<file path="src/rtl/neuron_mac_if.sv">
`default_nettype none
`timescale 1ns/1ps
// ============================================================================
// Module      : neuron_mac_if
// Description : Activation stream, bias, weight-memory read port and result
//               bundle of a single neuron_mac.
// Revision    : 1.0 - initial release
// ============================================================================
interface neuron_mac_if #(
  parameter int dataWidth    = 16,
  parameter int addressWidth = 10
);
  logic [dataWidth-1:0]   x_in;
  logic                   x_valid;
  logic [2*dataWidth-1:0] bias;
  logic                   w_ren;
  logic [addressWidth:0]  w_raddr;
  logic [dataWidth-1:0]   w_in;
  logic [dataWidth-1:0]   out;
  logic                   out_valid;

  // Upstream / environment side: drives activations, bias and weight data.
  modport master (
    output x_in, x_valid, bias, w_in,
    input  w_ren, w_raddr, out, out_valid
  );

  // Neuron side.
  modport slave (
    input  x_in, x_valid, bias, w_in,
    output w_ren, w_raddr, out, out_valid
  );
endinterface
`default_nettype wire

</file>
<file path="src/rtl/neuron_mac.sv">
`default_nettype none
`timescale 1ns/1ps
// ============================================================================
// Module      : neuron_mac
// Description : Fixed-point MAC neuron: dot product of an activation stream
//               with a per-neuron weight memory, plus bias, saturated output.
//               Optional ReLU selected by macro NEURON_RELU_EN.
// Revision    : 1.0 - initial release
// ============================================================================
module neuron_mac #(
  parameter int numWeight    = 784,
  parameter int addressWidth = 10,
  parameter int dataWidth    = 16,
  parameter int fracBits     = 8
) (
  input  logic        clk,
  input  logic        rst,
  neuron_mac_if.slave bus
);

  localparam int c_ACCW = 2 * dataWidth;
  localparam int c_CNTW = addressWidth + 1;
  localparam logic [c_CNTW-1:0]          c_LAST_IDX = c_CNTW'(numWeight - 1);
  localparam logic signed [c_ACCW-1:0]    c_ACC_MAX  = {1'b0, {(c_ACCW-1){1'b1}}};
  localparam logic signed [c_ACCW-1:0]    c_ACC_MIN  = {1'b1, {(c_ACCW-1){1'b0}}};
  localparam logic signed [dataWidth-1:0] c_OUT_MAX  = {1'b0, {(dataWidth-1){1'b1}}};
  localparam logic signed [dataWidth-1:0] c_OUT_MIN  = {1'b1, {(dataWidth-1){1'b0}}};

  function automatic logic signed [c_ACCW-1:0] sat_add(
    input logic signed [c_ACCW-1:0] a,
    input logic signed [c_ACCW-1:0] b
  );
    logic [c_ACCW:0] s;
    s = {a[c_ACCW-1], a} + {b[c_ACCW-1], b};
    if (s[c_ACCW] != s[c_ACCW-1]) begin
      return s[c_ACCW] ? c_ACC_MIN : c_ACC_MAX;
    end
    return s[c_ACCW-1:0];
  endfunction

  // Element counter doubles as the weight read address.
  logic [c_CNTW-1:0] cnt_q, cnt_d;
  logic              cnt_first, cnt_last;

  logic                        s1_valid_q, s1_first_q, s1_last_q;
  logic signed [dataWidth-1:0] x_q;
  logic                        s2_valid_q, s2_first_q, s2_last_q;
  logic signed [c_ACCW-1:0]    prod_q, prod_d;
  logic signed [c_ACCW-1:0]    acc_q, acc_d;
  logic                        done_q;
  logic [dataWidth-1:0]        out_q, out_d;
  logic                        out_valid_q;

  logic signed [c_ACCW-1:0]    sum_d;
  logic signed [c_ACCW-1:0]    shifted;
  logic [c_ACCW-dataWidth:0]   shifted_hi;
  logic signed [dataWidth-1:0] res_sat;
  logic signed [dataWidth-1:0] res_act;

  assign bus.w_ren     = bus.x_valid;
  assign bus.w_raddr   = cnt_q;
  assign bus.out       = out_q;
  assign bus.out_valid = out_valid_q;

  always_comb begin
    cnt_first = (cnt_q == '0);
    cnt_last  = (cnt_q == c_LAST_IDX);
    cnt_d     = cnt_q;
    if (bus.x_valid) begin
      cnt_d = cnt_last ? '0 : cnt_q + 1'b1;
    end
  end

  assign prod_d = x_q * $signed(bus.w_in);

  // The first element loads rather than adds, so vectors need no clear cycle.
  always_comb begin
    acc_d = acc_q;
    if (s2_valid_q) begin
      acc_d = s2_first_q ? prod_q : sat_add(acc_q, prod_q);
    end
  end

  always_comb begin
    sum_d      = sat_add(acc_q, bus.bias);
    shifted    = sum_d >>> fracBits;
    shifted_hi = shifted[c_ACCW-1:dataWidth-1];
    if ((&shifted_hi) || !(|shifted_hi)) begin
      res_sat = shifted[dataWidth-1:0];
    end else begin
      res_sat = shifted[c_ACCW-1] ? c_OUT_MIN : c_OUT_MAX;
    end
`ifdef NEURON_RELU_EN
    res_act = res_sat[dataWidth-1] ? '0 : res_sat;
`else
    res_act = res_sat;
`endif
    out_d = out_q;
    if (done_q) begin
      out_d = res_act;
    end
  end

  always_ff @(posedge clk) begin
    if (rst) begin
      cnt_q       <= '0;
      s1_valid_q  <= 1'b0;
      s1_first_q  <= 1'b0;
      s1_last_q   <= 1'b0;
      s2_valid_q  <= 1'b0;
      s2_first_q  <= 1'b0;
      s2_last_q   <= 1'b0;
      acc_q       <= '0;
      done_q      <= 1'b0;
      out_q       <= '0;
      out_valid_q <= 1'b0;
    end else begin
      cnt_q       <= cnt_d;
      s1_valid_q  <= bus.x_valid;
      s1_first_q  <= cnt_first;
      s1_last_q   <= cnt_last;
      s2_valid_q  <= s1_valid_q;
      s2_first_q  <= s1_first_q;
      s2_last_q   <= s1_last_q;
      acc_q       <= acc_d;
      done_q      <= s2_valid_q & s2_last_q;
      out_q       <= out_d;
      out_valid_q <= done_q;
    end
  end

  // Datapath registers are qualified by the flags, so they need no reset.
  always_ff @(posedge clk) begin
    if (bus.x_valid) begin
      x_q <= $signed(bus.x_in);
    end
    if (s1_valid_q) begin
      prod_q <= prod_d;
    end
  end

endmodule
`default_nettype wire

</file>
<file path="src/flat_wrapper.sv">
// flat-port wrapper written by rule: the top's interface ports become plain ports
module neuron_mac_flat 
#(
  parameter int numWeight    = 784,
  parameter int addressWidth = 10,
  parameter int dataWidth    = 16,
  parameter int fracBits     = 8
)
  (clk, rst, bus_x_in, bus_x_valid, bus_bias, bus_w_in, bus_w_ren, bus_w_raddr, bus_out, bus_out_valid);
  neuron_mac_if #(.dataWidth(dataWidth), .addressWidth(addressWidth)) bus_i ();
  input  logic clk;
  input  logic rst;
  input wire logic [$bits(bus_i.x_in)-1:0] bus_x_in;
  input wire logic [$bits(bus_i.x_valid)-1:0] bus_x_valid;
  input wire logic [$bits(bus_i.bias)-1:0] bus_bias;
  input wire logic [$bits(bus_i.w_in)-1:0] bus_w_in;
  output wire logic [$bits(bus_i.w_ren)-1:0] bus_w_ren;
  output wire logic [$bits(bus_i.w_raddr)-1:0] bus_w_raddr;
  output wire logic [$bits(bus_i.out)-1:0] bus_out;
  output wire logic [$bits(bus_i.out_valid)-1:0] bus_out_valid;
  assign bus_i.x_in = bus_x_in;
  assign bus_i.x_valid = bus_x_valid;
  assign bus_i.bias = bus_bias;
  assign bus_i.w_in = bus_w_in;
  assign bus_w_ren = bus_i.w_ren;
  assign bus_w_raddr = bus_i.w_raddr;
  assign bus_out = bus_i.out;
  assign bus_out_valid = bus_i.out_valid;
  neuron_mac #(.numWeight(numWeight), .addressWidth(addressWidth), .dataWidth(dataWidth), .fracBits(fracBits)) u_core (.clk(clk), .rst(rst), .bus(bus_i));
endmodule
</file>
<file path="config.mk">
export PLATFORM = sky130hd
export DESIGN_NAME = neuron_mac_flat
export DESIGN_NICKNAME = d
export VERILOG_FILES = /design/src/rtl/neuron_mac_if.sv /design/src/rtl/neuron_mac.sv /design/src/flat_wrapper.sv
export SDC_FILE = /design/constraint.sdc
export NUM_CORES = 1
export LEC_CHECK = 0
export CELL_PAD_IN_SITES_DETAIL_PLACEMENT = 0
export CELL_PAD_IN_SITES_GLOBAL_PLACEMENT = 2
export CORE_MARGIN = 2
export CORE_UTILIZATION = 40
export CTS_BUF_LIST = sky130_fd_sc_hd__clkbuf_16
export CTS_CLUSTER_DIAMETER = 40
export CTS_CLUSTER_SIZE = 28
export DETAILED_ROUTE_END_ITERATION = 10
export PLACE_DENSITY_LB_ADDON = 0.1
export SLEW_MARGIN = 25
export SYNTH_ARGS = -nofsm -noshare
export SYNTH_HDL_FRONTEND = slang
export SYNTH_SLANG_ARGS = --single-unit
</file>
<file path="constraint.sdc">
create_clock -name clk -period 8.46 [get_ports clk]
set_clock_uncertainty 0.1 [all_clocks]
set_input_delay 0.846 -clock clk [delete_from_list [all_inputs] [get_ports clk]]
set_output_delay 0.846 -clock clk [all_outputs]
set_load 0.05 [all_outputs]
</file>
* Word level (Yosys, flattened, before mapping)
Cells that the tools add are included.
** Storage, ports and cells
- Bits in registers :: 115
- Input bits :: 67
- Output and inout port bits :: 29
- Word-level logic and storage cells :: 39
** Operators by class
- Add/sub/neg operators :: 3
- $mul :: 1
- Equal/unequal tests :: 3
- Muxes and demuxes :: 13
- Bitwise gates (word level) :: 1
- Reduce and logical (&&, ||, !) cells :: 5
** Operators with widths (count)
- $mux W32 :: 7
- $add A32 B32 Y33 :: 2
- $mul A16 B16 Y32 :: 1
- $mux W16 :: 2
- $add A11 B1 Y11 const B :: 1
- $eq A11 B10 Y1 const B :: 1
- $logic_not A11 Y1 :: 1
- $mux W11 :: 1
- $reduce_and A9 Y1 :: 1
- $reduce_or A9 Y1 :: 1
- $mux W1 :: 3
- $ne A1 B1 Y1 :: 2
- $and A1 B1 Y1 :: 1
- $logic_not A1 Y1 :: 1
- $logic_or A1 B1 Y1 :: 1

* Logic depth before layout (Yosys ltp)
Gate-level depths: netlist of run 1.
- Depth after elaboration :: 8
- Gate-level depth with buffers :: 25
- Depth with buffers taken out :: 24

* Worst setup path after synthesis of run 1
No wires, ideal clock.
- Kind :: in2reg
- Start point :: input port bus_w_in[1]
- End point :: register u_core.prod_q[30] (data pin)
- Setup time :: 258 ps
- Data arrival time :: 6424 ps
- Data required time :: 8102 ps
- Slack :: 1678 ps
- Stages on the path :: 21
- Path buffers :: 1
- Path through :: clkbuf_1 > nand2_1 > inv_1 > fa_1 > inv_1 > fa_1 > fa_1 > fa_1 > fa_1 > fa_1 > inv_1 > ha_1 > a21o_1 > a21o_1 > a21o_1 > a21o_1 > a221oi_1 > a221oi_1 > a211o_1 > a21oi_1 > xnor2_1
** Between the ends
- Longest elaborated chain between the ends :: 1
** RTL lines
- from (decl) :: RTL line flat_wrapper.sv:16 : input wire logic [$bits(bus_i.w_in)-1:0] bus_w_in;
- $mul A16 B16 Y32 :: RTL line neuron_mac.sv:74 : assign prod_d = x_q * $signed(bus.w_in);
- via u_core.prod_d[30] :: RTL line neuron_mac.sv:48 : logic signed [c_ACCW-1:0] prod_q, prod_d;
- to (signal assigned) :: RTL line neuron_mac.sv:138 : prod_q <= prod_d;
- to (decl) :: RTL line neuron_mac.sv:48
The timed path passes the listed nets, and every way through them passes these cells.
A chain may end at the register's enable or synchronous reset.

* Worst setup path after layout of run 1
- Start point :: input port bus_w_in[3]
- End point :: register u_core.prod_q[31] (data pin)
The elaborated chain is that of the path after synthesis.

==> flow_summary.yaml, run 1 <==
yosys:
  synth_top_family_by_area: "adder cells"
  ys.flop_type: "dfxtp_1"
  yosysUniqueCellTypes: 73
  synth.top_cells.by_area: "fa_1, ha_1, edfxtp_1"
  synth.cell_area_um2: 17440
  muxShareOfSynthArea_pct: 0.1722
  ys_ff_latch: 115
  synth_simple_gate_area_share_pct: 16.12
  netlist.top_cell.by_area: "fa_1"
  synthCells: 1949
  synth-adder-area-share_pct: 40.94
  seq_area_frac_synth_pct: 15.96
  syn_nets: 2428
  yosysTopAreaCellShare_pct: 30.19
  yosysMostFrequentCell: "inv_1"
  synth_common_cells: "inv_1, fa_1, nand2_1"
  synth_compound_area_share_pct: 13.07
  syn_area_per_cell_um2: 8.948
  synth_edf_count: 48
  synth_xor_area_share_pct: 4.520
  synthArstFlopShare_pct: 0
  yosysWarnings: 0
finish:
  num-fill-cells: 4263
  layout-drive-gt1-share_pct: 4.187
  n_antenna_cell: 0
  syn_to_final_growth_pct: 12.34
  design_area_um2: 19590
  final_nets: 2496
timing:
  worst_hold_slack_ns: 0.3480
  finalSetupTns_ns: 0
  hold_violations: 0
  worstMarginPinSlew_ns: 1.067
  min_period_over_period_pct: 86.29
  drv_slew: 0
  rsz0062_at_grt: "false"
  max_slew_margin_pct: 28.62
  setup_viol: 0
  fmaxAchievable_mhz: 137.0
  min_period_ns: 7.300
drt:
  vias_per_cell: 5.037
  ant_nets: 0
  first_pass_iters: 7
  drt_wl_total_um: 46410
  drc: 0
  dr_total_vias: 13172
  drtIter0Drc: 648
  post_drt_wl_per_cell_um: 17.75
clock_tree:
  cts_hold_buffers: 0
  cts_root_buf: "clkbuf_16"
  cts_setup_buffers: 0
  ctsResizeCount: 0
  cts_buffer_depth: 2
  clkSinkCount: 115
  cts_buffers: 17
  htree_levels: 4
  cts_tree: "built"
  clock_latency_ns: 0.47
  clkTransAtPathRegs_ns: 0.06
flow_run:
  drv_cap: 0
global_route:
  grt_pass1_vias: 13695
  antenna_found_initial: 0
  grt_max_degree: 50
  overflow: 0
  grt_pass1_wl_um: 75450
  grt_usage_pct: 21.75
floorplan:
  rows: 76
  die_y_um: 212.8
  initial_core_util_pct: 40.49
  top_level_ports: 96
  dieWidth_um: 212.8
  coreArea_um2: 43080
  dieArea_um2: 45290
worst_setup_path:
  cp-end-kind: "flip-flop"
  critPathArrivalTime_ns: 7.41
  crit_start: "bus_w_in[3]"
  start_kind: "input pin"
  rr_startpoint: "u_core.x_q[13]"
  critPathKind: "input pin to flip-flop"
  path_max_fanout: 12
  critical_path_required_ns: 8.57
worst_hold_path:
  worstHoldStart: "u_core.s1_last_q"
  hp-class: "flip-flop to flip-flop"
placed_design:
  dpl.hpwl_um: 37930
  portBuffers: 95
  placed_area_um2: 19030
  gp_congestion: 0.8922
outcome:
  status: "completed"
-- kinds of logic after synthesis --
group           after synthesis
compound gates              347
xor+xnor                     90
fa+ha+maj                   413
buf+inv                     424
flops                       115
mux                           3
simple gates                557
-- routing by layer --
metal | track usage, % | part of all wire (%)
met4 | 5.112 | 1.4
met5 | 0 | 0
met1 | 29.90 | 49
met2 | 35.98 | 46
met3 | 3.501 | 3.2
-- registers in the layout (all words and copies together), names as in the netlist --
register,cells
u_core.s1_first_q,1
u_core.prod_q,32
u_core.s1_last_q,1
u_core.bus.w_raddr,11
u_core.s2_valid_q,1
u_core.x_q,16
u_core.s2_first_q,1
u_core.acc_q,32
u_core.bus.out_valid,1
u_core.bus.out,16
u_core.s1_valid_q,1
u_core.s2_last_q,1
u_core.done_q,1
-- cell type report --
cell class	count	area, µm²	share of cell area [%]
Multi-Input combinational cell	1410	13060	66.66
Clock buffer	18	450.4	2.299
Timing Repair Buffer	120	1134	5.786
Sequential cell	115	2783	14.20
Inverter	353	1325	6.763
Clock inverter	14	108.9	0.5556
Tap cell	585	732.0	3.736
-- cell usage in the layout (no fill, tap or decap), drive strengths merged, types with 50 or more instances in the layout --
cell type and n:
nand2 192, a21oi 114, dfxtp 67, clkdlybuf4s50 94
nor3 50, xnor2 62, o21ai 64, ha 149
fa 263, a21o 50, and2 125, inv 356
nor2 76
-- critical path, cell delays in order --
cell	delay (ns)
clkdlybuf4s50_1	0.79
buf_4	0.23
nand2_1	0.07
fa_1	0.50
fa_1	0.51
fa_1	0.51
inv_1	0.05
fa_1	0.53
fa_1	0.50
inv_1	0.05
fa_1	0.47
inv_1	0.04
ha_1	0.35
a21o_1	0.19
a21o_1	0.17
a21oi_1	0.28
o21ai_0	0.18
a31oi_1	0.37
o221ai_1	0.21
a21oi_1	0.26
o21ai_0	0.14
xnor2_1	0.14
-- path summary, 6_finish.rpt --
check                      endpoint  slack, ns  cells after the start
setup / recovery  u_core.prod_q[31]       1.16                     22
hold / removal     u_core.s2_last_q       0.35                      1
setup reg to reg  u_core.prod_q[31]       1.57                     20
hold reg to reg    u_core.s2_last_q       0.35                      1
-- metrics by stage --
stage | util (%) | instances | setup WS (ns)
finish | 45.48 | 2615 | 1.160
global route | 45.48 | 2615 | 0.9020
CTS | 45.48 | 2615 | 1.186
detailed placement | 44.19 | 2583 | 0.6707
global placement | 44.17 | 2583 | 0.7598
floorplan | - | 1949 | 1.678
Power of run 1 is left out: the tool's default activity adds up to more than one toggle a clock period on the data nets, which glitch-free logic cannot reach.
==> run 2, diff against run 1 <==
--- a/config.mk
+++ b/config.mk
@@ -7,14 +7,13 @@
 export LEC_CHECK = 0
 export CELL_PAD_IN_SITES_DETAIL_PLACEMENT = 0
 export CELL_PAD_IN_SITES_GLOBAL_PLACEMENT = 2
-export CORE_MARGIN = 2
+export CORE_MARGIN = 3
 export CORE_UTILIZATION = 40
 export CTS_BUF_LIST = sky130_fd_sc_hd__clkbuf_16
-export CTS_CLUSTER_DIAMETER = 40
+export CTS_CLUSTER_DIAMETER = 60
 export CTS_CLUSTER_SIZE = 28
 export DETAILED_ROUTE_END_ITERATION = 10
 export PLACE_DENSITY_LB_ADDON = 0.1
-export SLEW_MARGIN = 25
 export SYNTH_ARGS = -nofsm -noshare
 export SYNTH_HDL_FRONTEND = slang
 export SYNTH_SLANG_ARGS = --single-unit
==> run 2 against run 1 <==
- global-route usage decreased by 1.1 points
- register-to-register slack got worse by 0.13 ns
- utilization increased by 0.51 points
- final cell count decreased by 0.34%
- highest routed layer unchanged
- largest cell class unchanged
==> flow_summary.yaml, run 2 (synthesized netlist as in run 1, its figures left out) <==
outcome:
  status: "completed"
flow_run:
  drv_cap: 0
timing:
  setup_viol: 0
  hold_violations: 0
  worstMarginPinSlew_ns: 1.233
  finalSetupTns_ns: 0
  rsz0062_at_grt: "false"
  max_slew_margin_pct: 17.06
  min_period_over_period_pct: 86.69
  min_period_ns: 7.334
  drv_slew: 0
  fmaxAchievable_mhz: 136.3
worst_hold_path:
  hold_end: "u_core.s2_last_q"
  hp-class: "flip-flop to flip-flop"
  worstHoldStart: "u_core.s1_last_q"
  whs_path_depth: 1
global_route:
  grt_max_degree: 50
  grt_pass1_vias: 13681
  antenna_found_initial: 0
  overflow: 0
  grt_pass1_wl_um: 75270
  grt_usage_pct: 20.61
worst_setup_path:
  critical_path_required_ns: 8.57
  critPathKind: "input pin to flip-flop"
  worst-path-buf-inv: 4
  regToRegSetupSlack_ns: 1.44
  crit_top_cell: "fa_1"
  crit_chain: "clkdlybuf4s50_1 > nand2_1 > inv_1 > fa_1 > inv_1 > fa_1 > fa_1 > fa_1 > fa_1 > fa_1 > inv_1 > ha_1 > a21o_1 > a21o_1 > a21o_1 > a21o_1 > a221oi_1 > a221oi_1 > a211o_1 > a21oi_1 > xnor2_1"
  slowest_delay_ns: 0.68
  ff2ff_path_depth: 20
  start_kind: "input pin"
  path_max_fanout: 12
  critPathArrivalTime_ns: 7.45
  cp_top_family: "adder cells"
  cp-end-kind: "flip-flop"
  r2r-end: "u_core.prod_q[30]"
  rr_startpoint: "u_core.x_q[15]"
  crit_slowest_cell: "clkdlybuf4s50_1"
clock_tree:
  clock_latency_ns: 0.47
  clkTransAtPathRegs_ns: 0.06
  cts_buffer_depth: 2
  cts_hold_buffers: 0
  ctsResizeCount: 0
  htree_levels: 4
  cts_tree: "built"
  cts_root_buf: "clkbuf_16"
  cts_setup_buffers: 0
  clkSinkCount: 115
  cts_buffers: 17
floorplan:
  top_level_ports: 96
  coreArea_um2: 42510
  dieArea_um2: 46140
  die_y_um: 214.8
  initial_core_util_pct: 41.03
  dieWidth_um: 214.8
  rows: 75
drt:
  drc: 0
  post_drt_wl_per_cell_um: 17.72
  drt_wl_total_um: 46190
  ant_nets: 0
  dr_total_vias: 13215
  vias_per_cell: 5.071
  first_pass_iters: 6
  drtIter0Drc: 612
finish:
  final_nets: 2495
  top_regs: "u_core.acc_q: 32 flops, u_core.prod_q: 32 flops"
  layout-drive-gt1-share_pct: 4.091
  n_antenna_cell: 0
  num-fill-cells: 4238
  final_cell_mix: "inv_1, fa_1, nand2_1"
  stdcell_count: 2606
  syn_to_final_growth_pct: 12.10
  layout_commonest_cell: "inv_1"
placed_design:
  dpl.hpwl_um: 37850
  dp.cells: 2574
  gp_congestion: 0.8658
  portBuffers: 95
[run 2: changes by cell type in the layout (fill, tap and decap cells not counted), sizes merged]
| cell | delta |
|---|---|
| inv | +2 |
| buf | -1 |
| clkbuf | -1 |
| clkinvlp | -1 |
[run 2: cell type report]
cell class | instances | area [µm²] | share of cell area (%)
inverters | 353 | 1325 | 6.778
multi-input cells | 1410 | 13050 | 66.77
flip-flops and latches | 115 | 2783 | 14.23
clock inverters | 15 | 115.1 | 0.5888
clock buffers | 17 | 425.4 | 2.176
well taps | 577 | 721.9 | 3.693
repair buffers | 119 | 1126 | 5.760
[run 2: worst reg2reg max path, cell delays in order (launching register included)]
cell and delay [ns]:
edfxtp_1 0.67, nand2_1 0.25, inv_1 0.10, fa_1 0.72
inv_1 0.11, fa_1 0.57, fa_1 0.44, fa_1 0.56
fa_1 0.43, fa_1 0.49, inv_1 0.04, ha_1 0.32
a21o_1 0.17, a21o_1 0.20, a21o_1 0.18, a21o_1 0.18
a221oi_1 0.44, a221oi_1 0.22, a211o_1 0.30, a21oi_1 0.17
xnor2_1 0.09
[run 2: worst max-delay path by stage]
| stage | to | slack [ns] | start | cells after the start |
|---|---|---|---|---|
| after floorplan | u_core.prod_q[30] | 1.68 | bus_w_in[1] | 21 |
| after global placement | u_core.prod_q[30] | 0.68 | bus_w_in[1] | 21 |
| after detailed placement | u_core.prod_q[30] | 0.63 | bus_w_in[2] | 21 |
| after CTS | u_core.prod_q[30] | 1.13 | bus_w_in[2] | 21 |
| after global routing | u_core.prod_q[31] | 0.86 | bus_w_in[2] | 22 |
| final | u_core.prod_q[30] | 1.13 | bus_w_in[2] | 21 |
[run 2: metrics by stage]
| stage | instance area (µm²) | hold WS [ns] | setup WS, ns | utilization, % |
|---|---|---|---|---|
| floorplan | 17440 | 0.3138 | 1.678 | - |
| global placement | 19010 | 0.3198 | 0.6752 | 44.72 |
| detailed placement | 19010 | 0.3276 | 0.6314 | 44.72 |
| CTS | 19550 | 0.3418 | 1.130 | 45.99 |
| global route | 19550 | 0.3612 | 0.8618 | 45.99 |
| finish | 19550 | 0.3402 | 1.126 | 45.99 |
[run 2: routing by layer]
layer  vias to the layer above  wire length, µm  track usage (%)  part of all wire (%)
met5                         -                0                0                     0
met4                         0              832            5.234                   1.8
met3                        47             1786            3.404                   3.9
met2                       251            21080            32.97                    46
met1                      6437            22480            29.20                    49
li1                       6480                -                -                     -
Power of run 2 is left out for the same reason.
==> run 3, diff against run 2 <==
--- a/config.mk
+++ b/config.mk
@@ -7,13 +7,15 @@
 export LEC_CHECK = 0
 export CELL_PAD_IN_SITES_DETAIL_PLACEMENT = 0
 export CELL_PAD_IN_SITES_GLOBAL_PLACEMENT = 2
-export CORE_MARGIN = 3
+export CORE_MARGIN = 4
 export CORE_UTILIZATION = 40
 export CTS_BUF_LIST = sky130_fd_sc_hd__clkbuf_16
 export CTS_CLUSTER_DIAMETER = 60
 export CTS_CLUSTER_SIZE = 28
 export DETAILED_ROUTE_END_ITERATION = 10
+export GPL_TIMING_DRIVEN = 0
 export PLACE_DENSITY_LB_ADDON = 0.1
+export SKIP_CTS_REPAIR_TIMING = 1
 export SYNTH_ARGS = -nofsm -noshare
 export SYNTH_HDL_FRONTEND = slang
 export SYNTH_SLANG_ARGS = --single-unit
==> run 3 against run 2 <==
- setup slack got worse by 0.47 ns
- utilization fell by 0.18 points
- final cell count rose by 2.1%
- global-route usage rose by 0.67 points
- count of clock-buffer cells in the layout rose by 1
- maximum frequency fell by 6.0%
- critical path depth rose by 1
- routed wire length rose by 5.8%
- register-to-register slack got worse by 0.43 ns
- worst hold slack improved by 0.0094 ns
- final area rose by 0.95%
==> flow_summary.yaml, run 3 (synthesized netlist as in run 1, its figures left out) <==
worst_setup_path:
  regToRegSetupSlack_ns: 1.01
  slowest_delay_ns: 0.69
  critPathArrivalTime_ns: 7.90
  path_max_fanout: 10
  rr_startpoint: "u_core.x_q[10]"
  crit_slowest_cell: "clkdlybuf4s50_1"
  worst-path-buf-inv: 5
  ff2ff_path_depth: 21
  r2r-end: "u_core.prod_q[30]"
  critPathKind: "input pin to flip-flop"
  path_depth: 22
  critical_path_required_ns: 8.55
  crit_top_cell: "fa_1"
  crit_end: "u_core.prod_q[30]"
  start_kind: "input pin"
  crit_chain: "clkdlybuf4s50_1 > clkbuf_1 > nand2_1 > fa_1 > fa_1 > fa_1 > fa_1 > inv_1 > fa_1 > inv_1 > fa_1 > inv_1 > ha_1 > nand4_1 > nor3_1 > nor3_1 > nor3_1 > a221oi_1 > a221oi_1 > a211o_1 > a21oi_1 > xnor2_1"
  crit_start: "bus_w_in[2]"
  cp_top_family: "adder cells"
  cp-end-kind: "flip-flop"
timing:
  hold_violations: 0
  max_slew_margin_pct: 20.20
  min_period_ns: 7.805
  rsz0062_at_grt: "false"
  worstMarginPinSlew_ns: 1.187
  min_period_over_period_pct: 92.25
  setup_viol: 0
  drv_slew: 0
  fmaxAchievable_mhz: 128.1
  finalSetupTns_ns: 0
clock_tree:
  htree_levels: 4
  cts_buffers: 17
  cts_root_buf: "clkbuf_16"
  clkTransAtPathRegs_ns: 0.06
  clkSinkCount: 115
  clock_latency_ns: 0.45
  cts_tree: "built"
  cts_buffer_depth: 2
finish:
  top_regs: "u_core.acc_q: 32 flops, u_core.prod_q: 32 flops"
  final_nets: 2542
  layout-drive-gt1-share_pct: 3.179
  layout_commonest_cell: "inv_1"
  final_cell_mix: "inv_1, fa_1, nand2_1"
  n_antenna_cell: 0
  syn_to_final_growth_pct: 13.16
drt:
  post_drt_wl_per_cell_um: 18.36
  first_pass_iters: 5
  dr_total_vias: 13414
  drc: 0
  drt_wl_total_um: 48850
  drtIter0Drc: 611
  vias_per_cell: 5.041
  ant_nets: 0
worst_hold_path:
  hp-class: "flip-flop to flip-flop"
floorplan:
  rows: 76
  die_y_um: 216.8
  dieWidth_um: 216.8
  dieArea_um2: 47010
  top_level_ports: 96
  initial_core_util_pct: 40.49
  coreArea_um2: 43080
global_route:
  grt_max_degree: 34
  grt_usage_pct: 21.28
  grt_pass1_wl_um: 77880
  grt_pass1_vias: 13964
  overflow: 0
  antenna_found_initial: 1
placed_design:
  gp_congestion: 0.8854
  dpl.hpwl_um: 42000
  portBuffers: 95
outcome:
  status: "completed"
flow_run:
  drv_cap: 0
==> run 3: changes by cell type in the layout (fill, tap and decap cells not counted), moves of 2 or more <==
cell / before / now
clkbuf_1: 0 / 65
buf_4: 24 / 2
bufinv_16: 1 / 3
inv_1: 353 / 351
==> run 3: worst min path at each step <==
stage | startpoint | endpoint | slack, ns | depth (start not counted)
4_1_cts | u_core.s1_first_q | u_core.s2_first_q | 0.36 | 1
5_1_grt | u_core.s1_first_q | u_core.s2_first_q | 0.36 | 1
2_1_floorplan | u_core.s1_first_q | u_core.s2_first_q | 0.31 | 1
3_3_place_gp | u_core.s1_last_q | u_core.s2_last_q | 0.33 | 1
6_report | u_core.s1_first_q | u_core.s2_first_q | 0.35 | 1
3_5_place_dp | u_core.s1_last_q | u_core.s2_last_q | 0.34 | 1
==> run 3: final cells by class <==
| type | count | area (µm²) |
|---|---|---|
| clock inverters | 14 | 155.1 |
| inverters | 353 | 1325 |
| clock buffers | 18 | 450.4 |
| repair buffers | 95 | 950.9 |
| well taps | 585 | 732.0 |
| flip-flops and latches | 115 | 2784 |
| plain buffers | 71 | 284.0 |
| fillers | 4261 | 23340 |
| multi-input cells | 1410 | 13050 |
==> run 3: layer usage <==
metal / part of all wire (%) / track usage (%)
met5: 0 / 0
met3: 2.8 / 2.094
met1: 46 / 28.07
met2: 49 / 36.60
met4: 3.0 / 7.759
==> run 3: metrics by stage <==
| step | setup WS (ns) | util (%) | instances | area [µm²] | hold slack, ns |
|---|---|---|---|---|---|
| final | 0.6554 | 45.81 | 2661 | 19740 | 0.3497 |
| after global routing | 0.1876 | 45.81 | 2661 | 19740 | 0.3630 |
| after CTS | 0.6175 | 45.81 | 2661 | 19730 | 0.3566 |
| after detailed placement | 0.1556 | 44.41 | 2629 | 19130 | 0.3368 |
| after global placement | 0.1533 | 44.39 | 2629 | 19120 | 0.3323 |
| after floorplan | 1.678 | - | 1949 | 17440 | 0.3138 |
Power of run 3 is left out for the same reason.
